[config.mk]
export PLATFORM = sky130hd
export DESIGN_NAME = alu_result_stage_flat
export DESIGN_NICKNAME = d
export VERILOG_FILES = /design/src/rtl/alu_result_stage_if.sv /design/src/rtl/alu_result_stage.sv /design/src/flat_wrapper.sv
export SDC_FILE = /design/constraint.sdc
export NUM_CORES = 1
export LEC_CHECK = 0
export CORE_MARGIN = 10
export CORE_UTILIZATION = 41
export CTS_CLUSTER_DIAMETER = 40
export DETAILED_ROUTE_END_ITERATION = 7
export PLACE_DENSITY = 0.88
export SYNTH_ARGS = -nofsm -noshare
export SYNTH_HDL_FRONTEND = slang
export SYNTH_SLANG_ARGS = --single-unit
[constraint.sdc]
create_clock -name clk -period 3.6 [get_ports clk]
set_clock_uncertainty 0.15 [all_clocks]
set_input_delay 0.72 -clock clk [delete_from_list [all_inputs] [get_ports clk]]
set_output_delay 0.72 -clock clk [all_outputs]
set_load 0.05 [all_outputs]
[src/rtl/alu_result_stage_if.sv]
// Handshake bundles around the ALU result stage: ALU-side input bus and writeback-side output bus.
// master drives valid and payload, slave drives ready.
interface alu_res_if #(
  parameter int DATA_W = 16,
  parameter int REG_AW = 3
);
  logic              in_valid;
  logic              in_ready;
  logic [3:0]        opcode;
  logic [REG_AW-1:0] dest;
  logic [DATA_W-1:0] alu_out;
  logic              S;
  logic              Z;
  logic              C;
  logic              V;

  modport master (
    output in_valid, opcode, dest, alu_out, S, Z, C, V,
    input  in_ready
  );
  modport slave (
    input  in_valid, opcode, dest, alu_out, S, Z, C, V,
    output in_ready
  );
endinterface

interface wb_if #(
  parameter int DATA_W = 16,
  parameter int REG_AW = 3
);
  logic              wb_valid;
  logic              wb_ready;
  logic              wb_we;
  logic [REG_AW-1:0] wb_addr;
  logic [DATA_W-1:0] wb_data;

  modport master (
    output wb_valid, wb_we, wb_addr, wb_data,
    input  wb_ready
  );
  modport slave (
    input  wb_valid, wb_we, wb_addr, wb_data,
    output wb_ready
  );
endinterface

[src/rtl/alu_result_stage.sv]
// ALU result register + flag register + branch eval; result on wb_* one edge after accept, stalls hold wb_*.
// ALU_RESULT_STAGE_SKID_EN adds a second skid entry and makes in_ready registered (skid entry empty).
module alu_result_stage #(
  parameter int DATA_W = 16,
  parameter int REG_AW = 3
) (
  input  logic       clk,
  input  logic       rst_n,
  alu_res_if.slave   in_bus,
  wb_if.master       wb_bus,
  output logic [3:0] flags,
  input  logic [2:0] br_cond,
  output logic       br_taken
);

  logic              in_ready;
  logic              accept;
  logic              drain;
  logic              op_we;
  logic              op_flags;

  logic              wb_valid_q;
  logic              wb_we_q;
  logic [REG_AW-1:0] wb_addr_q;
  logic [DATA_W-1:0] wb_data_q;

  assign accept = in_bus.in_valid & in_ready;
  assign drain  = wb_valid_q & wb_bus.wb_ready;

  // Compares and shifts set flags; CMP is the one flag-setter that does not write back.
  always_comb begin
    op_flags = 1'b0;
    op_we    = 1'b0;
    case (in_bus.opcode)
      4'b0000, 4'b0001, 4'b0010, 4'b0011, 4'b0100: begin
        op_flags = 1'b1;
        op_we    = 1'b1;
      end
      4'b0101: op_flags = 1'b1;
      4'b0110: op_we    = 1'b1;
      4'b1000, 4'b1001, 4'b1010, 4'b1011: begin
        op_flags = 1'b1;
        op_we    = 1'b1;
      end
      default: begin
        op_flags = 1'b0;
        op_we    = 1'b0;
      end
    endcase
  end

  always_ff @(posedge clk or negedge rst_n) begin
    if (!rst_n) begin
      flags <= 4'b0000;
    end else if (accept && op_flags) begin
      flags <= {in_bus.S, in_bus.Z, in_bus.C, in_bus.V};
    end
  end

  always_comb begin
    br_taken = 1'b0;
    case (br_cond)
      3'b000:  br_taken = flags[2];
      3'b001:  br_taken = flags[3] ^ flags[0];
      3'b010:  br_taken = flags[2] | (flags[3] ^ flags[0]);
      3'b011:  br_taken = ~flags[2];
      3'b100:  br_taken = flags[1];
      3'b101:  br_taken = flags[3];
      3'b110:  br_taken = 1'b1;
      default: br_taken = 1'b0;
    endcase
  end

`ifdef ALU_RESULT_STAGE_SKID_EN
  logic              sk_valid;
  logic              sk_we;
  logic [REG_AW-1:0] sk_addr;
  logic [DATA_W-1:0] sk_data;

  // sk_valid is a flop, so in_ready carries no combinational path from wb_ready.
  assign in_ready = ~sk_valid;

  always_ff @(posedge clk or negedge rst_n) begin
    if (!rst_n) begin
      wb_valid_q <= 1'b0;
      wb_we_q    <= 1'b0;
      wb_addr_q  <= '0;
      wb_data_q  <= '0;
      sk_valid   <= 1'b0;
      sk_we      <= 1'b0;
      sk_addr    <= '0;
      sk_data    <= '0;
    end else if (drain) begin
      if (sk_valid) begin
        wb_we_q   <= sk_we;
        wb_addr_q <= sk_addr;
        wb_data_q <= sk_data;
        sk_valid  <= 1'b0;
      end else if (accept) begin
        wb_we_q   <= op_we;
        wb_addr_q <= in_bus.dest;
        wb_data_q <= in_bus.alu_out;
      end else begin
        wb_valid_q <= 1'b0;
      end
    end else if (accept) begin
      if (wb_valid_q) begin
        sk_valid <= 1'b1;
        sk_we    <= op_we;
        sk_addr  <= in_bus.dest;
        sk_data  <= in_bus.alu_out;
      end else begin
        wb_valid_q <= 1'b1;
        wb_we_q    <= op_we;
        wb_addr_q  <= in_bus.dest;
        wb_data_q  <= in_bus.alu_out;
      end
    end
  end
`else
  assign in_ready = ~wb_valid_q | wb_bus.wb_ready;

  always_ff @(posedge clk or negedge rst_n) begin
    if (!rst_n) begin
      wb_valid_q <= 1'b0;
      wb_we_q    <= 1'b0;
      wb_addr_q  <= '0;
      wb_data_q  <= '0;
    end else if (accept) begin
      wb_valid_q <= 1'b1;
      wb_we_q    <= op_we;
      wb_addr_q  <= in_bus.dest;
      wb_data_q  <= in_bus.alu_out;
    end else if (drain) begin
      wb_valid_q <= 1'b0;
    end
  end
`endif

  assign in_bus.in_ready = in_ready;
  assign wb_bus.wb_valid = wb_valid_q;
  assign wb_bus.wb_we    = wb_we_q;
  assign wb_bus.wb_addr  = wb_addr_q;
  assign wb_bus.wb_data  = wb_data_q;

endmodule

[src/flat_wrapper.sv]
// flat-port wrapper written by rule: the top's interface ports become plain ports
module alu_result_stage_flat 
#(
  parameter int DATA_W = 16,
  parameter int REG_AW = 3
)
  (clk, rst_n, flags, br_cond, br_taken, in_bus_in_valid, in_bus_opcode, in_bus_dest, in_bus_alu_out, in_bus_S, in_bus_Z, in_bus_C, in_bus_V, in_bus_in_ready, wb_bus_wb_valid, wb_bus_wb_we, wb_bus_wb_addr, wb_bus_wb_data, wb_bus_wb_ready);
  alu_res_if #(.DATA_W(DATA_W), .REG_AW(REG_AW)) in_bus_i ();
  wb_if #(.DATA_W(DATA_W), .REG_AW(REG_AW)) wb_bus_i ();
  input  logic clk;
  input  logic rst_n;
  output logic [3:0] flags;
  input  logic [2:0] br_cond;
  output logic br_taken;
  input wire logic [$bits(in_bus_i.in_valid)-1:0] in_bus_in_valid;
  input wire logic [$bits(in_bus_i.opcode)-1:0] in_bus_opcode;
  input wire logic [$bits(in_bus_i.dest)-1:0] in_bus_dest;
  input wire logic [$bits(in_bus_i.alu_out)-1:0] in_bus_alu_out;
  input wire logic [$bits(in_bus_i.S)-1:0] in_bus_S;
  input wire logic [$bits(in_bus_i.Z)-1:0] in_bus_Z;
  input wire logic [$bits(in_bus_i.C)-1:0] in_bus_C;
  input wire logic [$bits(in_bus_i.V)-1:0] in_bus_V;
  output wire logic [$bits(in_bus_i.in_ready)-1:0] in_bus_in_ready;
  output wire logic [$bits(wb_bus_i.wb_valid)-1:0] wb_bus_wb_valid;
  output wire logic [$bits(wb_bus_i.wb_we)-1:0] wb_bus_wb_we;
  output wire logic [$bits(wb_bus_i.wb_addr)-1:0] wb_bus_wb_addr;
  output wire logic [$bits(wb_bus_i.wb_data)-1:0] wb_bus_wb_data;
  input wire logic [$bits(wb_bus_i.wb_ready)-1:0] wb_bus_wb_ready;
  assign in_bus_i.in_valid = in_bus_in_valid;
  assign in_bus_i.opcode = in_bus_opcode;
  assign in_bus_i.dest = in_bus_dest;
  assign in_bus_i.alu_out = in_bus_alu_out;
  assign in_bus_i.S = in_bus_S;
  assign in_bus_i.Z = in_bus_Z;
  assign in_bus_i.C = in_bus_C;
  assign in_bus_i.V = in_bus_V;
  assign in_bus_in_ready = in_bus_i.in_ready;
  assign wb_bus_wb_valid = wb_bus_i.wb_valid;
  assign wb_bus_wb_we = wb_bus_i.wb_we;
  assign wb_bus_wb_addr = wb_bus_i.wb_addr;
  assign wb_bus_wb_data = wb_bus_i.wb_data;
  assign wb_bus_i.wb_ready = wb_bus_wb_ready;
  alu_result_stage #(.DATA_W(DATA_W), .REG_AW(REG_AW)) u_core (.clk(clk), .rst_n(rst_n), .in_bus(in_bus_i), .wb_bus(wb_bus_i), .flags(flags), .br_cond(br_cond), .br_taken(br_taken));
endmodule
# ---- After elaboration in Yosys (flattened, before gate mapping)
# Cells that the tools add are included.
dict set report word_totals {
  register_bits 25
  latch_bits 0
  mem_bits_rw 0
  rom_bits 0
  input_bits 34
  output_inout_bits 27
  memories 0
}
dict set report classes {
  add_sub_neg 0
  n_mul 0
  div_mod_pow 0
  order_cmp 0
  n_eq_ne 16
  n_shift 0
  n_mux 5
  bitwise 7
  reduce_logical 6
}
# op count
set op_table {}
lappend op_table {{OR reduction 10 bit} 2}
lappend op_table {{== test 4 bit (second input constant)} 4}
lappend op_table {{== test 4 x 3 -> 1 bit (second input constant)} 3}
lappend op_table {{== test 3 bit (second input constant)} 3}
lappend op_table {{== test 4 x 2 -> 1 bit (second input constant)} 2}
lappend op_table {{one-hot mux 1 bit (7 select lines)} 1}
lappend op_table {{== test 3 x 2 -> 1 bit (second input constant)} 2}
lappend op_table {{== test 4 x 1 -> 1 bit (second input constant)} 1}
lappend op_table {{zero test 4 bit} 1}
lappend op_table {{two-way mux 1 bit} 4}
lappend op_table {{== test 3 x 1 -> 1 bit (second input constant)} 1}
lappend op_table {{zero test 3 bit} 1}
lappend op_table {{AND 1 bit} 2}
lappend op_table {{NOT 1 bit} 2}
lappend op_table {{bitwise OR 1 bit} 2}
lappend op_table {{nonzero test 2 bit} 1}
lappend op_table {{logical AND 1 bit} 1}
lappend op_table {{XOR 1 bit} 1}

# ---- Longest topological paths before layout
# Gate-level depths: netlist of run 1.
dict set report depth {
  depth_word 4
  depth_mapped 4
}

# ---- Worst setup path after synthesis of run 1
# Ideal clock, no wire load.
dict set report synth_timing {
  path_kind {flip-flop to output port}
  from {reg u_core.flags[3]}
  to {out br_taken}
  t_arrival_ns 1.808
  required_ns 2.730
  path_slack_ns 0.922
  path_stages_with_launch 4
  n_path_buf 0
  cell_sequence {dfrtp_1 > xor2_1 > o221ai_1 > a22oi_1}
}
dict set report synth_via {
  elab_chain_len 3
}
# element line_no
set synth_rtl {}
lappend synth_rtl {{start: declaration} alu_result_stage.sv:11} ;# output logic [3:0] flags,
lappend synth_rtl {{start signal: assignment} alu_result_stage.sv:56} ;# flags <= {in_bus.S, in_bus.Z, in_bus.C, in_bus.V};
lappend synth_rtl {{XOR 1 bit} {alu_result_stage.sv:64, alu_result_stage.sv:65}}
lappend synth_rtl {{bitwise OR 1 bit} alu_result_stage.sv:65} ;# 3'b010: br_taken = flags[2] | (flags[3] ^ flags[0]);
lappend synth_rtl {{one-hot mux 1 bit (7 select lines) *} alu_result_stage.sv:62} ;# case (br_cond)
lappend synth_rtl {{end: declaration} flat_wrapper.sv:14} ;# output logic br_taken;
# Every way passes the cells marked *; elsewhere a longest branch is shown, timed or not.

# ---- Worst setup path after layout of run 1
dict set report layout_timing {
  from {in wb_bus_wb_ready}
  to {out in_bus_in_ready}
}
dict set report layout_via {
  elab_chain_len 1
}
# element line_no
set layout_rtl {}
lappend layout_rtl {{start: declaration} flat_wrapper.sv:28} ;# input wire logic [$bits(wb_bus_i.wb_ready)-1:0] wb_bus_wb_ready;
lappend layout_rtl {{bitwise OR 1 bit} alu_result_stage.sv:121} ;# assign in_ready = ~wb_valid_q | wb_bus.wb_ready;
lappend layout_rtl {{end: declaration} flat_wrapper.sv:23} ;# output wire logic [$bits(in_bus_i.in_ready)-1:0] in_bus_in_ready;
# No other way between the ends.

==> results of run 1 <==
[metal layers]
layer  wire, um  track usage (%)
met2       1280             16.8
met5          0                0
met1       1110             13.1
met3        394             7.21
met4         10             1.94
[worst min path at each step]
stage	start	endpoint	slack, ns	depth (start not counted)
after floorplan	rst_n	u_core.flags[0]	0.27	0
after global routing	u_core.wb_bus.wb_data[6]	u_core.wb_bus.wb_data[6]	0.40	1
final	u_core.wb_bus.wb_data[13]	u_core.wb_bus.wb_data[13]	0.38	1
after global placement	u_core.wb_bus.wb_data[3]	u_core.wb_bus.wb_data[3]	0.34	1
after detailed placement	u_core.wb_bus.wb_data[10]	u_core.wb_bus.wb_data[10]	0.34	1
after CTS	u_core.wb_bus.wb_data[3]	u_core.wb_bus.wb_data[3]	0.38	1
[cells by family after synthesis]
group / Yosys count
flops: 25
mux: 24
simple gates: 8
compound gates: 6
buf+inv: 2
xor+xnor: 1
[cells in the final DEF, fill, tap and decap left out]
cell | Yosys | routed
clkdlybuf4s50_1 | 0 | 59
dfrtp_1 | 25 | 25
mux2_4 | 20 | 20
mux2_2 | 4 | 4
clkbuf_4 | 0 | 3
o21ai_0 | 2 | 2
nor2_1 | 1 | 1
nor2b_1 | 1 | 1
a2bb2oi_1 | 1 | 1
xor2_1 | 1 | 1
or2_2 | 1 | 1
nand2_1 | 1 | 1
o221ai_1 | 1 | 1
a21oi_1 | 1 | 1
a22oi_1 | 1 | 1
nand2b_4 | 1 | 1
nand2_4 | 1 | 1
nand3_1 | 1 | 1
or2b_1 | 1 | 1
clkinv_2 | 0 | 1
buf_4 | 0 | 1
[critical path, cell delays in order]
cell	delay, ns
clkdlybuf4s50_1	0.46
nand2b_4	0.14
clkdlybuf4s50_1	0.83
[layout make-up]
| cell class | count | area, sq um |
|---|---|---|
| clock buffers | 3 | 22.5 |
| clock inverters | 1 | 5.00 |
| fillers | 185 | 805 |
| multi-input cells | 39 | 452 |
| flip-flops and latches | 25 | 626 |
| well taps | 30 | 37.5 |
| repair buffers | 60 | 598 |
[flip-flops by register name (all words and copies together), names as in the netlist]
register and flops:
u_core.wb_bus.wb_we 1, u_core.flags 4, u_core.wb_bus.wb_addr 3, u_core.wb_bus.wb_data 16, u_core.wb_bus.wb_valid 1
[metrics by stage]
stage	total power, W	util, %	setup slack (ns)	hold slack (ns)
2_1_floorplan	0.000608	-	0.922	0.274
3_3_place_gp	0.000749	67.3	0.581	0.340
3_5_place_dp	0.000757	67.3	0.581	0.343
4_1_cts	0.000883	68.4	0.572	0.378
5_1_grt	0.000921	68.4	0.537	0.401
6_report	0.000872	68.4	0.582	0.377
[where the power goes]
part	leakage (nW)	internal [W]	switching [W]	total [W]
clock	0.0177	0.0000415	0.0000827	0.000124
sequential	0.291	0.000323	0.0000292	0.000352
combinational	0.472	0.000169	0.000226	0.000395
total	0.780	0.000534	0.000338	0.000872
==> run_results.csv, run 1 <==
group,metric,value,unit
die,start_util,43.9,%
pwr,power_density,501,nW/um^2
hold_path,hold_path_class,"reg -> reg",
detailed_routing,drc,0,
die,die_h,72.2,um
detailed_routing,wirelength,2800,um
synthesis,synth_mux_area_share,30.9,%
grt,grt_pass1_wl,4710,um
synthesis,async_flop_share,100,%
synthesis,yosys-top-cells-area,"dfrtp_1 56%, mux2_4 27%, mux2_2 4.0%, buf_12 3.6%, nand2b_4 1.2%",
final_layout,fin_area,1740,sq um
cts,cts_tree,"built",
die,core_area,2540,sq um
worst_setup_path,crit_arrival,2.15,ns
run_status,status,"finished, final reports clean",
sta,rsz0062_at_grt,"no",
synthesis,synth_top_area_share,56.0,%
grt,grt_antenna_before_repair,0,
synthesis,syn_area_per_cell,16.9,sq um
synthesis,synth_area_leader_cell,"dfrtp_1",
grt,grt_max_degree,26,
cts,cts_resized,0,
final_layout,diodes,0,
grt,overflow,0,
die,rows,18,
synthesis,synth-adder-area-share,0,%
pwr,p_leak,0.780,nW
die,die_area,5210,sq um
synthesis,synth_commonest_cells,"25 x dfrtp_1, 20 x mux2_4, 4 x mux2_2",
synthesis,seq_area_frac_synth,56.0,%
sta,setup_viol,0,
sta,drv_slew,0,
grt,grt_pass1_vias,913,
cts,clk_latency,0.30,ns
place,place_congestion,0.655,
synthesis,synth_compound_area_share,3.58,%
cts,clock-root-buffer,"clkbuf_4",
detailed_routing,viasPerCell,4.80,
synthesis,synthXorXnorAreaFrac,0.784,%
pwr,ir_worst_vdd,0.000316,V
synthesis,ys.flop_type,"dfrtp_1",
final_layout,final_nets,163,
sta,slew_headroom,25.7,%
final_layout,final_cells,158,
synthesis,synth_top_family_by_area,"multiplexers",
final_layout,syn2layout_area_growth,55.8,%
place,numPortBuffers,60,
worst_setup_path,r2r_start,"u_core.wb_bus.wb_valid",
worst_setup_path,rrSetupSlack,2.21,ns
cts,path_clk_slew,0.14,ns
detailed_routing,drt_iter0_drc,29,
synthesis,yosysMostFrequentCell,"dfrtp_1",
final_layout,drive_gt1_share,25.0,%
detailed_routing,dr.pass1.iters,4,
worst_setup_path,path_max_fanout,4,
sta,tns,0,ns
worst_setup_path,r2r_end,"u_core.wb_bus.wb_data[3]",
synthesis,synth_seq_cells,25,
die,die_w,72.2,um
cts,cts_hold_buf,0,
synthesis,syn_nets,100,
sta,fin_crit,3.02,ns
cts,postCtsSetupBuffers,0,
detailed_routing,routedWlPerCell,17.7,um
grt,grt_usage,11.1,%
cts,h-tree-depth,1,
cts,numCtsBuffers,3,
worst_setup_path,crit_path_start_kind,"input pin",
sta,timing.fmax,331,MHz
cts,clock-sinks,25,
sta,period_share,83.8,%
worst_setup_path,endpoint,"in_bus_in_ready",
worst_setup_path,required,2.73,ns
synthesis,synth_area,1120,sq um
sta,worstMarginPinSlew,1.11,ns
detailed_routing,postRouteAntennaNets,0,
place,dp_cells,154,
synthesis,synth_warnings,0,
worst_setup_path,critPathLaunch,"wb_bus_wb_ready",
cts,cts_buffer_depth,2,
die,ios,61,
synthesis,synthSimpleGateAreaFrac,5.15,%
synthesis,synth-edff-count,0,
synthesis,syn_inst,66,
place,dp_hpwl,2280,um
worst_setup_path,rr_worst_depth,3,
synthesis,yosys.cell_types.count,18,
sta,hold_viol,0,
detailed_routing,vias,759,
job,max_cap_violations,0,
worst_setup_path,crit_path_end_kind,"primary output",
worst_setup_path,worstSetupPathType,"in -> out",
place,post_dp_cell_area,1710,sq um
Note: power is estimated with default switching activity, not from simulation.
==> run 2: changes to the inputs <==
--- a/config.mk
+++ b/config.mk
@@ -6,10 +6,10 @@
 export NUM_CORES = 1
 export LEC_CHECK = 0
 export CORE_MARGIN = 10
-export CORE_UTILIZATION = 41
+export CORE_UTILIZATION = 38
 export CTS_CLUSTER_DIAMETER = 40
 export DETAILED_ROUTE_END_ITERATION = 7
-export PLACE_DENSITY = 0.88
+export PLACE_DENSITY = 0.83
 export SYNTH_ARGS = -nofsm -noshare
 export SYNTH_HDL_FRONTEND = slang
 export SYNTH_SLANG_ARGS = --single-unit
==> constraint.sdc (replaced) <==
create_clock -name clk -period 2.9 [get_ports clk]
set_clock_uncertainty 0.15 [all_clocks]
set_input_delay 0.58 -clock clk [delete_from_list [all_inputs] [get_ports clk]]
set_output_delay 0.58 -clock clk [all_outputs]
set_load 0.05 [all_outputs]
==> run 2 against run 1 <==
Worst hold slack got worse by 0.0027 ns. Final cell count increased by 1.3%. Via count increased by 0.92%. Cell area increased by 1.0%. Global-route usage about the same. Worst setup slack got worse by 0.27 ns. First-iteration DRC count increased by 3.4%. Power increased by 25%. Routed wire length increased by 4.4%. Utilization decreased by 5.2 points. Sequential share of layout area decreased by 0.36 points. Largest cell class unchanged.
==> run_results.csv, run 2 (synthesis results as in run 1) <==
group,metric,value,unit
run_status,status,"finished, final reports clean",
final_layout,drive_gt1_share,25.6,%
grt,grt_usage,11.1,%
detailed_routing,postRouteAntennaNets,0,
cts,clk_latency,0.30,ns
worst_setup_path,crit_arrival,1.86,ns
grt,grt_max_degree,26,
die,die_w,74.2,um
worst_setup_path,cpPeakStageDelay,0.52,ns
grt,grt_antenna_before_repair,0,
sta,period_share,89.4,%
cts,clock-sinks,25,
worst_setup_path,crit_path_end_kind,"primary output",
worst_setup_path,required,2.17,ns
sta,fin_crit,2.59,ns
pwr,p_seq_share,40.3,%
final_layout,filler_cell_count,232,
detailed_routing,vias,766,
final_layout,diodes,0,
cts,path_clk_slew,0.13,ns
worst_setup_path,crit_buf_inv,2,
cts,postCtsSetupBuffers,0,
sta,rsz0062_at_grt,"no",
pwr,p_leak,0.788,nW
final_layout,finalCoreUtilization,63.2,%
pwr,ir_worst_vdd,0.000479,V
sta,tns,0,ns
detailed_routing,viasPerCell,4.79,
detailed_routing,routedWlPerCell,18.2,um
sta,slew_headroom,64.7,%
cts,numCtsBuffers,3,
place,numPortBuffers,60,
worst_setup_path,path_cells,"clkdlybuf4s50_1 -> nor2b_1 -> a2bb2oi_1 -> a22oi_1 -> buf_12",
place,place_congestion,0.650,
sta,hold_viol,0,
sta,setup_viol,0,
sta,drv_slew,0,
grt,overflow,0,
cts,cts_hold_buf,0,
cts,clock-root-buffer,"clkbuf_4",
hold_path,hold_path_class,"reg -> reg",
sta,worstMarginPinSlew,0.528,ns
sta,timing.fmax,386,MHz
final_layout,largest_reg_flops,16,
final_layout,final_cells,160,
die,start_util,40.2,%
pwr,power_density,619,nW/um^2
worst_setup_path,worstSetupPathType,"in -> out",
worst_setup_path,path_max_fanout,4,
detailed_routing,dr.pass1.iters,2,
final_layout,mostFrequentLayoutCells,"58 x clkdlybuf4s50_1, 25 x dfrtp_1, 20 x mux2_4",
die,die_h,74.2,um
die,core_area,2780,sq um
die,ios,61,
job,max_cap_violations,0,
place,dp_cells,156,
pwr,swShare,38.2,%
cts,cts_tree,"built",
cts,cts_resized,0,
worst_setup_path,crit_family,"buffers and inverters",
cts,cts_buffer_depth,2,
sta,worst_hold_slack,0.374,ns
detailed_routing,drc,0,
pwr,clkPwrFrac,13.7,%
place,dp_hpwl,2350,um
pwr,power_frac_comb,46.0,%
final_layout,syn2layout_area_growth,57.3,%
final_layout,layout_commonest_cell,"clkdlybuf4s50_1",
detailed_routing,wirelength,2920,um
die,die_area,5510,sq um
pwr,p_switching,0.000416,W
die,rows,19,
detailed_routing,drt_iter0_drc,30,
final_layout,final_nets,164,
grt,grt_pass1_vias,962,
pwr,internal_power,0.000672,W
cts,h-tree-depth,1,
worst_setup_path,crit_path_start_kind,"input pin",
worst_setup_path,cpMaxStageDelayCell,"clkdlybuf4s50_1",
grt,grt_pass1_wl,4820,um
run 2: metrics by stage:
step / worst slack (ns) / total power (W) / instance area (sq um)
after global routing: 0.185 / 0.00115 / 1760
after CTS: 0.317 / 0.00110 / 1760
after global placement: 0.391 / 0.000939 / 1730
final: 0.308 / 0.00109 / 1760
after detailed placement: 0.325 / 0.000949 / 1730
after floorplan: 0.362 / 0.000754 / 1120
run 2: final timing paths:
check / to / depth (start not counted) / slack [ns] / start
max in group asynchronous: u_core.wb_bus.wb_data[7] / 2 / 1.89 / rst_n
worst min register to register: u_core.wb_bus.wb_data[3] / 1 / 0.37 / u_core.wb_bus.wb_data[3]
worst max-delay path: br_taken / 5 / 0.31 / br_cond[0]
min in group asynchronous: u_core.wb_bus.wb_addr[0] / 2 / 0.47 / rst_n
worst max register to register: u_core.wb_bus.wb_data[2] / 3 / 1.50 / u_core.wb_bus.wb_valid
worst min-delay path: u_core.wb_bus.wb_data[3] / 1 / 0.37 / u_core.wb_bus.wb_data[3]
run 2: area by class of cell:
| type | count | area [sq um] | area share [%] |
|---|---|---|---|
| Sequential cell | 25 | 626 | 35.6 |
| Timing Repair Buffer | 61 | 616 | 35.0 |
| Multi-Input combinational cell | 39 | 452 | 25.7 |
| Tap cell | 31 | 38.8 | 2.21 |
| Clock buffer | 4 | 26.3 | 1.49 |
run 2: worst reg2reg max path: stages (launching register included):
cell and delay [ns]:
dfrtp_1 0.41, nand2b_4 0.08, nand2_4 0.30, mux2_4 0.35
run 2: power groups by stage:
stage	logic [W]	clock network [W]	registers, W
after detailed placement	0.000506	0	0.000443
final	0.000501	0.000149	0.000438
after global placement	0.000497	0	0.000441
after global routing	0.000525	0.000174	0.000447
after floorplan	0.000126	0	0.000628
after CTS	0.000508	0.000156	0.000439
run 2: layer usage:
metal	vias to the layer above	GRT usage, %	wire length, um
li1	358	-	-
met5	-	0	0
met2	34	20.0	1510
met3	2	5.32	284
met1	372	11.3	1110
met4	0	3.05	10
